==> config.mk <==
export PLATFORM = sky130hd
export DESIGN_NAME = mem_req_ctrl
export DESIGN_NICKNAME = d
export VERILOG_FILES = /design/src/rtl/mem_req_ctrl.sv
export SDC_FILE = /design/constraint.sdc
export NUM_CORES = 1
export LEC_CHECK = 0
export CELL_PAD_IN_SITES_DETAIL_PLACEMENT = 0
export CELL_PAD_IN_SITES_GLOBAL_PLACEMENT = 2
export CORE_MARGIN = 5
export CORE_UTILIZATION = 35
export CTS_CLUSTER_DIAMETER = 40
export DETAILED_ROUTE_END_ITERATION = 6
export PLACE_DENSITY = 0.75
export SYNTH_ARGS = -nofsm -noshare
export SYNTH_HDL_FRONTEND = slang
export SYNTH_SLANG_ARGS = --single-unit
export TNS_END_PERCENT = 5
==> constraint.sdc <==
create_clock -name clk -period 5.75 [get_ports clk]
set_clock_uncertainty 0.05 [all_clocks]
set_input_delay 0.575 -clock clk [delete_from_list [all_inputs] [get_ports clk]]
set_output_delay 0.575 -clock clk [all_outputs]
set_load 0.05 [all_outputs]
==> src/rtl/mem_req_ctrl.sv <==
// Request controller for a single-port valid/ready memory: queues host requests in a FIFO,
// issues them one at a time, returns read data on a valid/ready channel, and runs a watchdog.
module mem_req_ctrl #(
  parameter int WIDTH      = 16,
  parameter int DEPTH      = 64,
  parameter int ADDR_WIDTH = $clog2(DEPTH),
  parameter int FIFO_DEPTH = 4,
  parameter int TIMEOUT    = 16
) (
  input  logic                  clk,
  input  logic                  rst,
  input  logic                  req_valid_i,
  output logic                  req_ready_o,
  input  logic                  req_wr_i,
  input  logic [ADDR_WIDTH-1:0] req_addr_i,
  input  logic [WIDTH-1:0]      req_wdata_i,
  output logic                  rsp_valid_o,
  input  logic                  rsp_ready_i,
  output logic [WIDTH-1:0]      rsp_data_o,
  output logic [ADDR_WIDTH-1:0] rsp_addr_o,
  output logic                  mem_valid_o,
  output logic                  mem_wr_rd_o,
  output logic [ADDR_WIDTH-1:0] mem_addr_o,
  output logic [WIDTH-1:0]      mem_wr_data_o,
  input  logic                  mem_ready_i,
  input  logic [WIDTH-1:0]      mem_rd_data_i,
  output logic                  busy_o,
  output logic                  timeout_err_o
);

  localparam int PTR_W = $clog2(FIFO_DEPTH);
  localparam int CNT_W = PTR_W + 1;
  localparam int WD_W  = $clog2(TIMEOUT);

  typedef enum logic [1:0] {IDLE, ISSUE, WAIT, RESP} state_t;

  state_t                state, state_next;
  logic                  fifo_wr   [FIFO_DEPTH];
  logic [ADDR_WIDTH-1:0] fifo_addr [FIFO_DEPTH];
  logic [WIDTH-1:0]      fifo_data [FIFO_DEPTH];
  logic [PTR_W-1:0]      wr_ptr, rd_ptr;
  logic [CNT_W-1:0]      count;
  logic [WD_W-1:0]       wd_cnt;
  logic                  push, pop, wd_expired, rsp_load, err_set;

  assign req_ready_o = (count != CNT_W'(FIFO_DEPTH));
  assign push        = req_valid_i && req_ready_o;
  assign busy_o      = (state != IDLE) || (count != '0);
  assign wd_expired  = (wd_cnt == WD_W'(TIMEOUT - 1));

  always_comb begin
    state_next = state;
    pop        = 1'b0;
    rsp_load   = 1'b0;
    err_set    = 1'b0;
    case (state)
      IDLE: begin
        if (count != '0) begin
          pop        = 1'b1;
          state_next = ISSUE;
        end
      end
      ISSUE: state_next = WAIT;
      WAIT: begin
        if (mem_ready_i) begin
          if (!mem_wr_rd_o) begin
            rsp_load   = 1'b1;
            state_next = RESP;
          end else begin
            state_next = IDLE;
          end
        end else if (wd_expired) begin
          err_set    = 1'b1;
          state_next = IDLE;
        end
      end
      RESP: begin
        if (rsp_ready_i) state_next = IDLE;
      end
      default: state_next = IDLE;
    endcase
  end

  always_ff @(posedge clk) begin
    if (rst) state <= IDLE;
    else     state <= state_next;
  end

  // FIFO storage carries no reset; occupancy is governed by count alone.
  always_ff @(posedge clk) begin
    if (push) begin
      fifo_wr[wr_ptr]   <= req_wr_i;
      fifo_addr[wr_ptr] <= req_addr_i;
      fifo_data[wr_ptr] <= req_wdata_i;
    end
  end

  always_ff @(posedge clk) begin
    if (rst) begin
      wr_ptr        <= '0;
      rd_ptr        <= '0;
      count         <= '0;
      wd_cnt        <= '0;
      mem_valid_o   <= 1'b0;
      rsp_valid_o   <= 1'b0;
      timeout_err_o <= 1'b0;
    end else begin
      if (push) wr_ptr <= wr_ptr + PTR_W'(1);
      if (pop)  rd_ptr <= rd_ptr + PTR_W'(1);
      case ({push, pop})
        2'b10:   count <= count + CNT_W'(1);
        2'b01:   count <= count - CNT_W'(1);
        default: count <= count;
      endcase
      // The issue pulse lasts exactly the single ISSUE cycle that follows a pop.
      mem_valid_o <= pop;
      if (state == ISSUE)
        wd_cnt <= '0;
      else if (state == WAIT && !mem_ready_i && !wd_expired)
        wd_cnt <= wd_cnt + WD_W'(1);
      if (err_set) timeout_err_o <= 1'b1;
      if (rsp_load)
        rsp_valid_o <= 1'b1;
      else if (state == RESP && rsp_ready_i)
        rsp_valid_o <= 1'b0;
    end
  end

  // Memory-side fields stay stable from one pop to the next; response fields from capture to capture.
  always_ff @(posedge clk) begin
    if (rst) begin
      mem_wr_rd_o   <= 1'b0;
      mem_addr_o    <= '0;
      mem_wr_data_o <= '0;
      rsp_data_o    <= '0;
      rsp_addr_o    <= '0;
    end else begin
      if (pop) begin
        mem_wr_rd_o   <= fifo_wr[rd_ptr];
        mem_addr_o    <= fifo_addr[rd_ptr];
        mem_wr_data_o <= fifo_data[rd_ptr];
      end
      if (rsp_load) begin
        rsp_data_o <= mem_rd_data_i;
        rsp_addr_o <= mem_addr_o;
      end
    end
  end

endmodule

==> impl_metrics.py, run 1 <==
metrics = {
    "drt": {
        "vias": 3373,
        "vias_per_cell": 4.85,
        "drtIter0Drc": 98,
        "wl_per_cell_um": 17.1,
        "drcViolationCount": 0,
        "wl_mm": 11.9,
        "ant_nets": 0,
        "drt_pass1_iterations": 4,
    },
    "logic_synthesis": {
        "synth.avg_cell_area_um2": 15.2,
        "syn_inst": 369,
        "synthesis.area_um2": 5620,
        "ys.flop_type": "edfxtp_1",
        "yosysWarningCount": 0,
        "syn_nets": 420,
        "synth_edf_count": 92,
        "synth_cell_types": 37,
        "synth_seq_area_share": 0.709,
        "ys_ff_latch": 153,
        "postSynth.asyncResetShare": 0,
    },
    "clock_network": {
        "post-cts-setup-buffer-count": 0,
        "cts_hold_buf": 0,
        "clk_transition_reported_paths_ns": 0.06,
        "ctsResizeCount": 0,
        "insertion_delay_ns": 0.42,
        "cts_max_level": 4,
        "cts.sinks": 153,
        "tritoncts": "yes",
        "root_buffer": "clkbuf_16",
        "cts_max_path_buffers": 2,
        "cts_buffers": 17,
    },
    "sta": {
        "slew-limit-headroom": 0.350,
        "rsz0062_at_grt": "false",
        "setup_viol": 0,
        "max_freq_ghz": 0.352,
        "period_share": 0.494,
        "worstMarginPinSlew_ns": 0.975,
        "slew_violations": 0,
        "post-route-min-period_ns": 2.84,
        "setup-tns-final_ns": 0,
        "hold_viol_final": 0,
    },
    "final_layout": {
        "synthToLayoutAreaGrowth_pct": 31.7,
        "final_common_cell": "clkdlybuf4s50_1",
        "final_cell_mix": "clkdlybuf4s50_1, edfxtp_1, dfxtp_1, nand2_1, a21oi_1",
        "fin_util": 0.467,
        "fin_nets": 517,
        "final_layout_size_suffix_gt1_frac": 0.140,
        "n_antenna_cell": 0,
    },
    "floorplanning": {
        "core_area_um2": 15800,
        "rows": 46,
        "dieArea_um2": 18700,
        "start_util": 0.355,
        "chipHeight_um": 137,
        "ios": 94,
        "die_w_um": 137,
    },
    "power_and_ir_drop": {
        "power_switching_mw": 1.20,
        "clockPowerShare": 0.305,
        "power_density_nw_per_um2": 492,
        "vdd_drop_max_v": 0.000252,
        "p_int_mw": 2.44,
        "combPwrFrac": 0.290,
        "seqPwrFrac": 0.405,
        "cellLeakagePower_nw": 2.46,
        "swShare": 0.329,
    },
    "critical_path": {
        "cp_max_fo": 5,
        "required_ns": 5.12,
        "cpMaxStageDelayCell": "clkdlybuf4s50_1",
        "startpoint_type": "flop",
        "critical-path-top-delay-family": "buffers and inverters",
        "cp_slowest_stage_delay_ns": 0.75,
        "worstSetupEndpointType": "output pin",
        "crit_arrival_ns": 2.21,
        "cp_cell_sequence": "nor3_1 > nand2_1 > clkdlybuf4s50_1",
        "crit_type": "flop to output pin",
        "crit_buf_inv": 1,
    },
    "place": {
        "place_hpwl_mm": 7.23,
        "io_buffers": 93,
        "gp_congestion": 0.732,
    },
    "global_route": {
        "grt_max_degree": 37,
        "antenna_found_initial": 0,
        "grt_pass1_wl_mm": 18.7,
        "gr-total-overflow": 0,
        "grt_usage": 0.134,
        "grt_pass1_vias": 3465,
    },
    "min_path": {
        "min_path_type": "flop to flop",
    },
    "run_status": {
        "run_status": "completed",
    },
    "flow_run": {
        "maxCapViolations": 0,
    },
}
-- Yosys cell counts (2+ instances only) --
cell,instances,area [um2]
o31a_1,2,17.5
inv_1,9,33.8
o21ai_0,3,15.0
a22o_1,23,201
xor2_1,2,17.5
edfxtp_1,92,2760
nand2_1,47,176
mux4_2,23,518
and3_1,5,31.3
buf_2,13,65.1
a21o_1,3,22.5
or3b_2,2,17.5
nor2_1,9,33.8
nor3_1,4,20.0
ha_1,6,75.1
nand3_1,3,15.0
nor4bb_1,2,20.0
clkbuf_1,8,30.0
a21oi_1,33,165
or3_1,3,18.8
dfxtp_1,61,1220
-- through the flow --
stage | hold slack [ns] | cells | power (mW) | setup slack (ns) | instance area, um2
after floorplan | 0.420 | 369 | 2.19 | 3.15 | 5620
after global placement | 0.392 | 663 | 2.55 | 3.23 | 6800
after detailed placement | 0.396 | 663 | 2.56 | 3.20 | 6800
after CTS | 0.405 | 695 | 3.69 | 2.88 | 7400
after global routing | 0.418 | 695 | 3.81 | 2.82 | 7400
final | 0.401 | 695 | 3.64 | 2.91 | 7400
-- per-layer routing --
layer,share of wire,track usage,vias up,routed length [um]
met5,0,0,-,0
met4,0.015,0.0526,0,176
met3,0.061,0.0460,14,722
met2,0.47,0.217,99,5570
met1,0.45,0.166,1665,5400
li1,-,-,1595,-
-- sequential cells by signal, summed over array words and instances (netlist names) --
register and cells:
timeout_err_o 1, rsp_valid_o 1, fifo_addr 24, mem_valid_o 1, mem_addr_o 6, rd_ptr 2, count 3, mem_wr_data_o 16
wd_cnt 4, fifo_data 64, rsp_data_o 16, state 2, rsp_addr_o 6, wr_ptr 2, fifo_wr 4, mem_wr_rd_o 1
-- worst min-delay path, delay by kind of cell (launching register included) --
family / cells / cell delay (ns)
flops: 1 / 0.30
simple gates: 1 / 0.05
compound gates: 1 / 0.05
-- cell families after synthesis --
| group | count (synthesis) | share of synthesized area |
|---|---|---|
| flops | 153 | 0.709 |
| simple gates | 81 | 0.0690 |
| compound gates | 70 | 0.0837 |
| buf+inv | 33 | 0.0258 |
| mux | 23 | 0.0922 |
| fa+ha+maj | 7 | 0.0169 |
| xor+xnor | 2 | 0.00312 |
-- path summary, 6_finish.rpt --
| path | start | end | slack (ns) | cells past startpoint |
|---|---|---|---|---|
| setup / recovery | count[0] | busy_o | 2.91 | 3 |
| hold / removal | rsp_data_o[1] | rsp_data_o[1] | 0.40 | 2 |
| setup reg to reg | count[2] | count[2] | 3.33 | 8 |
| hold reg to reg | rsp_data_o[1] | rsp_data_o[1] | 0.40 | 2 |
-- area by class of cell --
class                   count  area (um2)
repair buffers            102         998
well taps                 216         270
clock inverters            11         146
inverters                   9        33.8
flip-flops and latches    153        3990
multi-input cells         183        1510
clock buffers              21         450
fillers                  1404        8430
-- power groups by stage --
stage / combinational [mW] / sequential [mW] / clock [mW]
after global routing: 1.13 / 1.50 / 1.18
final: 1.06 / 1.47 / 1.11
after floorplan: 0.492 / 1.70 / 0
after CTS: 1.07 / 1.48 / 1.14
after detailed placement: 1.07 / 1.50 / 0
after global placement: 1.06 / 1.49 / 0
(Power assumes the default switching activity.)
==> run 2, diff against run 1 <==
--- a/config.mk
+++ b/config.mk
@@ -8,10 +8,10 @@
 export CELL_PAD_IN_SITES_DETAIL_PLACEMENT = 0
 export CELL_PAD_IN_SITES_GLOBAL_PLACEMENT = 2
 export CORE_MARGIN = 5
-export CORE_UTILIZATION = 35
+export CORE_UTILIZATION = 33
 export CTS_CLUSTER_DIAMETER = 40
 export DETAILED_ROUTE_END_ITERATION = 6
-export PLACE_DENSITY = 0.75
+export PLACE_DENSITY = 0.74
 export SYNTH_ARGS = -nofsm -noshare
 export SYNTH_HDL_FRONTEND = slang
 export SYNTH_SLANG_ARGS = --single-unit
==> constraint.sdc (replaced) <==
create_clock -name clk -period 2.56 [get_ports clk]
set_clock_uncertainty 0.05 [all_clocks]
set_input_delay 0.256 -clock clk [delete_from_list [all_inputs] [get_ports clk]]
set_output_delay 0.256 -clock clk [all_outputs]
set_load 0.05 [all_outputs]
==> impl_metrics.py, run 2 (same netlist as run 1, synthesis figures left out) <==
metrics = {
    "clock_network": {
        "root_buffer": "clkbuf_16",
        "cts_hold_buf": 0,
        "tritoncts": "yes",
        "clk_transition_reported_paths_ns": 0.07,
        "cts_buffers": 17,
        "cts.sinks": 153,
        "cts_max_path_buffers": 2,
        "ctsResizeCount": 0,
        "post-cts-setup-buffer-count": 0,
        "cts_max_level": 4,
        "insertion_delay_ns": 0.42,
    },
    "global_route": {
        "use_met2": 0.196,
        "met3_usage": 0.0419,
        "gr-total-overflow": 0,
        "grt_pass1_vias": 3476,
        "antenna_found_initial": 0,
        "grt_busiest_layer": "met2",
        "use_met1": 0.156,
        "grt_max_degree": 26,
        "grt_usage": 0.123,
        "grt_pass1_wl_mm": 18.7,
    },
    "place": {
        "place_hpwl_mm": 7.49,
        "gp_congestion": 0.704,
        "io_buffers": 93,
        "dp_cells": 672,
    },
    "floorplanning": {
        "ios": 94,
        "rows": 47,
        "die_w_um": 140,
        "chipHeight_um": 140,
        "core_area_um2": 16600,
        "start_util": 0.338,
        "dieArea_um2": 19700,
    },
    "drt": {
        "vias_per_cell": 4.76,
        "drcViolationCount": 0,
        "drtIter0Drc": 138,
        "vias": 3348,
        "wl_mm": 11.8,
        "ant_nets": 0,
        "wl_per_cell_um": 16.7,
        "drt_pass1_iterations": 5,
    },
    "final_layout": {
        "final_cell_count_no_fill": 704,
        "n_antenna_cell": 0,
        "final_layout_size_suffix_gt1_frac": 0.157,
        "synthToLayoutAreaGrowth_pct": 32.2,
        "final_cell_mix": "edfxtp_1, clkdlybuf4s50_1, dfxtp_1, nand2_1, a21oi_1",
        "reg_top3": "fifo_data: 64 flops, fifo_addr: 24 flops",
        "largest_register": "fifo_data",
        "fin_nets": 522,
        "largest_register_ffs": 64,
    },
    "sta": {
        "hold_viol_final": 0,
        "worstMarginPinSlew_ns": 0.760,
        "slew-limit-headroom": 0.493,
        "post-route-min-period_ns": 2.46,
        "max_freq_ghz": 0.407,
        "period_share": 0.959,
        "setup-tns-final_ns": 0,
        "rsz0062_at_grt": "false",
        "setup_viol": 0,
        "hold-worst-slack_ns": 0.338,
        "slew_violations": 0,
    },
    "power_and_ir_drop": {
        "vdd_drop_max_v": 0.000715,
        "cellLeakagePower_nw": 2.50,
        "power_density_nw_per_um2": 1100,
    },
    "critical_path": {
        "cp-endpoint": "req_ready_o",
        "crit_arrival_ns": 2.15,
        "worstReg2RegStart": "count[2]",
        "cp_max_fo": 9,
        "crit_path_start": "count[2]",
        "startpoint_type": "flop",
        "worstSetupEndpointType": "output pin",
        "r2r.worst_path.cells": 8,
        "required_ns": 2.25,
        "reg2reg_slack_ns": 0.26,
        "crit_type": "flop to output pin",
        "r2r-end": "count[2]",
    },
    "min_path": {
        "min_path_type": "input port to flop",
        "min_path_cells": 3,
        "holdCritStartpoint": "mem_rd_data_i[3]",
    },
    "run_status": {
        "run_status": "completed",
    },
    "flow_run": {
        "maxCapViolations": 0,
    },
}
run 2: cell count changes in the layout (fill, tap and decap cells not counted), sizes merged, moves of 2 or more:
cell,previous run,this run
clkinvlp,4,1
clkbuf,21,17
bufinv,3,1
inv,10,18
buf,9,14
run 2: stage by stage:
| stage | setup WS, ns | power [mW] | instance area, um2 | util |
|---|---|---|---|---|
| 5_1_grt | 0.0337 | 8.54 | 7430 | 0.446 |
| 6_report | 0.105 | 8.13 | 7430 | 0.446 |
| 3_5_place_dp | 0.277 | 5.79 | 6840 | 0.411 |
| 4_1_cts | 0.0306 | 8.26 | 7420 | 0.446 |
| 3_3_place_gp | 0.347 | 5.77 | 6840 | 0.411 |
| 2_1_floorplan | 0.0840 | 4.91 | 5620 | - |
run 2: how the worst min path moves through the flow:
stage	to	slack (ns)
final	rsp_data_o[3]	0.34
after floorplan	fifo_addr[0][0]	0.30
after global routing	rsp_data_o[1]	0.32
after detailed placement	rsp_data_o[10]	0.40
after CTS	rsp_data_o[3]	0.32
after global placement	rsp_data_o[9]	0.39
run 2: critical path, cell delays in order, from the launching register on:
cell             delay (ns)
dfxtp_1                0.36
or3b_2                 0.48
buf_4                  0.18
clkdlybuf4s50_1        0.71
run 2: layout make-up:
| type | count | area, um2 |
|---|---|---|
| clock buffer | 17 | 425 |
| clock inverter | 15 | 155 |
| fill | 1514 | 9220 |
| sequential | 153 | 3990 |
| inverter | 9 | 33.8 |
| tap | 220 | 275 |
| multi-input combinational | 183 | 1510 |
| timing repair buffer | 107 | 1040 |
run 2: per-layer routing:
metal  vias to the layer above  routed length, um
li1                       1608                  -
met1                      1638               5340
met2                        91               5590
met3                        11                699
met4                         0                148
met5                         -                  0
run 2: report_power, final:
group,leakage [nW],internal (mW),switching [mW]
Combinational,0.873,0.983,1.46
Clock,0.285,1.38,1.06
Sequential,1.34,2.98,0.270
==> run 3, diff against run 2 <==
--- a/config.mk
+++ b/config.mk
@@ -8,10 +8,10 @@
 export CELL_PAD_IN_SITES_DETAIL_PLACEMENT = 0
 export CELL_PAD_IN_SITES_GLOBAL_PLACEMENT = 2
 export CORE_MARGIN = 5
-export CORE_UTILIZATION = 33
+export CORE_UTILIZATION = 30
 export CTS_CLUSTER_DIAMETER = 40
 export DETAILED_ROUTE_END_ITERATION = 6
-export PLACE_DENSITY = 0.74
+export PLACE_DENSITY = 0.68
 export SYNTH_ARGS = -nofsm -noshare
 export SYNTH_HDL_FRONTEND = slang
 export SYNTH_SLANG_ARGS = --single-unit
==> impl_metrics.py, run 3 (same netlist as run 1, synthesis figures left out) <==
metrics = {
    "critical_path": {
        "r2r-end": "count[2]",
        "cp_max_fo": 9,
        "worstReg2RegStart": "count[2]",
        "crit_arrival_ns": 2.15,
        "r2r.worst_path.cells": 8,
        "startpoint_type": "flop",
        "required_ns": 2.25,
        "crit_type": "flop to output pin",
        "reg2reg_slack_ns": 0.26,
        "worstSetupEndpointType": "output pin",
    },
    "place": {
        "dp_cells": 688,
        "place_hpwl_mm": 7.78,
        "placed_cell_area_um2": 6900,
        "gp_congestion": 0.684,
        "io_buffers": 93,
    },
    "final_layout": {
        "reg_top3": "fifo_data: 64 flops, fifo_addr: 24 flops",
        "final_cell_count_no_fill": 719,
        "fin_nets": 524,
        "final_layout_size_suffix_gt1_frac": 0.157,
        "largest_register": "fifo_data",
        "largest_register_ffs": 64,
        "synthToLayoutAreaGrowth_pct": 33.9,
        "n_antenna_cell": 0,
        "final_area_um2": 7520,
        "final_cell_mix": "clkdlybuf4s50_1, edfxtp_1, dfxtp_1, nand2_1, a21oi_1",
        "final_common_cell": "clkdlybuf4s50_1",
    },
    "global_route": {
        "grt_pass1_wl_mm": 20.0,
        "antenna_found_initial": 0,
        "grt_max_degree": 27,
        "grt_pass1_vias": 3578,
        "grt_usage": 0.121,
        "gr-total-overflow": 0,
    },
    "floorplanning": {
        "rows": 50,
        "chipHeight_um": 147,
        "start_util": 0.302,
        "die_w_um": 147,
        "core_area_um2": 18600,
        "dieArea_um2": 21600,
        "ios": 94,
    },
    "min_path": {
        "holdCritStartpoint": "mem_rd_data_i[1]",
        "min_to": "rsp_data_o[1]",
        "min_path_cells": 3,
        "min_path_type": "input port to flop",
    },
    "power_and_ir_drop": {
        "cellLeakagePower_nw": 2.52,
        "power_density_nw_per_um2": 1120,
        "swShare": 0.330,
        "clockPowerShare": 0.313,
        "power_switching_mw": 2.77,
        "p_int_mw": 5.64,
        "combPwrFrac": 0.302,
        "vdd_drop_max_v": 0.000575,
        "power_mw": 8.41,
        "seqPwrFrac": 0.385,
    },
    "sta": {
        "setup-tns-final_ns": 0,
        "slew-limit-headroom": 0.467,
        "rsz0062_at_grt": "false",
        "worstMarginPinSlew_ns": 0.799,
        "post-route-min-period_ns": 2.45,
        "hold_viol_final": 0,
        "setup_viol": 0,
        "slew_violations": 0,
        "period_share": 0.958,
        "max_freq_ghz": 0.408,
    },
    "clock_network": {
        "clk_transition_reported_paths_ns": 0.06,
        "cts_max_level": 4,
        "insertion_delay_ns": 0.41,
        "post-cts-setup-buffer-count": 0,
        "cts_hold_buf": 0,
        "ctsResizeCount": 0,
        "cts.sinks": 153,
        "cts_buffers": 17,
        "cts_max_path_buffers": 2,
        "tritoncts": "yes",
        "root_buffer": "clkbuf_16",
    },
    "drt": {
        "vias_per_cell": 4.69,
        "drt_pass1_iterations": 4,
        "vias": 3374,
        "wl_mm": 12.4,
        "drcViolationCount": 0,
        "ant_nets": 0,
        "wl_per_cell_um": 17.3,
        "drtIter0Drc": 203,
    },
    "flow_run": {
        "maxCapViolations": 0,
    },
    "run_status": {
        "run_status": "completed",
    },
}
==> run 3: cell count changes in the layout (fill, tap and decap cells not counted) <==
| cell | delta |
|---|---|
| buf_12 | +2 |
| bufinv_16 | +3 |
| clkdlybuf4s50_1 | +1 |
| clkinv_1 | +1 |
| clkinv_2 | +1 |
| clkinv_4 | -1 |
| dlymetal6s2s_1 | -1 |
| inv_6 | -2 |
| inv_8 | -3 |
==> run 3: worst max path at each step <==
stage	depth (start not counted)	slack, ns	to	from
finish	3	0.11	req_ready_o	count[2]
global route	3	0.01	busy_o	state[0]
detailed placement	8	0.27	count[2]	req_valid_i
global placement	8	0.33	count[2]	req_valid_i
floorplan	9	0.08	count[2]	count[0]
CTS	3	0.08	req_ready_o	count[2]
==> run 3: critical path, stage by stage (launching register included) <==
cell	delay, ns
dfxtp_1	0.36
or3b_2	0.48
buf_4	0.18
clkdlybuf4s50_1	0.70
==> run 3: metal layers <==
layer | up-vias | share of wire | global-route usage
met3 | 10 | 0.070 | 0.0497
met1 | 1659 | 0.46 | 0.151
met5 | - | 0 | 0
met4 | 0 | 0.0089 | 0.0395
li1 | 1609 | - | -
met2 | 96 | 0.46 | 0.192
==> run 3: power by group through the flow <==
stage | clock (mW) | sequential (mW) | combinational (mW)
after floorplan | 0 | 3.81 | 1.11
after global placement | 0 | 3.29 | 2.56
after detailed placement | 0 | 3.30 | 2.58
after CTS | 2.72 | 3.25 | 2.59
after global routing | 2.81 | 3.30 | 2.72
final | 2.63 | 3.24 | 2.54
==> run 3: stage by stage <==
step	hold slack, ns	util	worst slack (ns)
6_report	0.345	0.405	0.109
5_1_grt	0.338	0.405	0.0129
4_1_cts	0.312	0.405	0.0783
3_5_place_dp	0.399	0.371	0.270
3_3_place_gp	0.394	0.371	0.331
2_1_floorplan	0.305	-	0.0840
==> run 3: area by class of cell <==
cell class / instances / area [um2]
fill: 1705 / 11100
sequential: 153 / 3990
multi-input combinational: 183 / 1510
timing repair buffer: 109 / 1080
clock buffer: 17 / 425
tap: 234 / 293
clock inverter: 14 / 194
inverter: 9 / 33.8
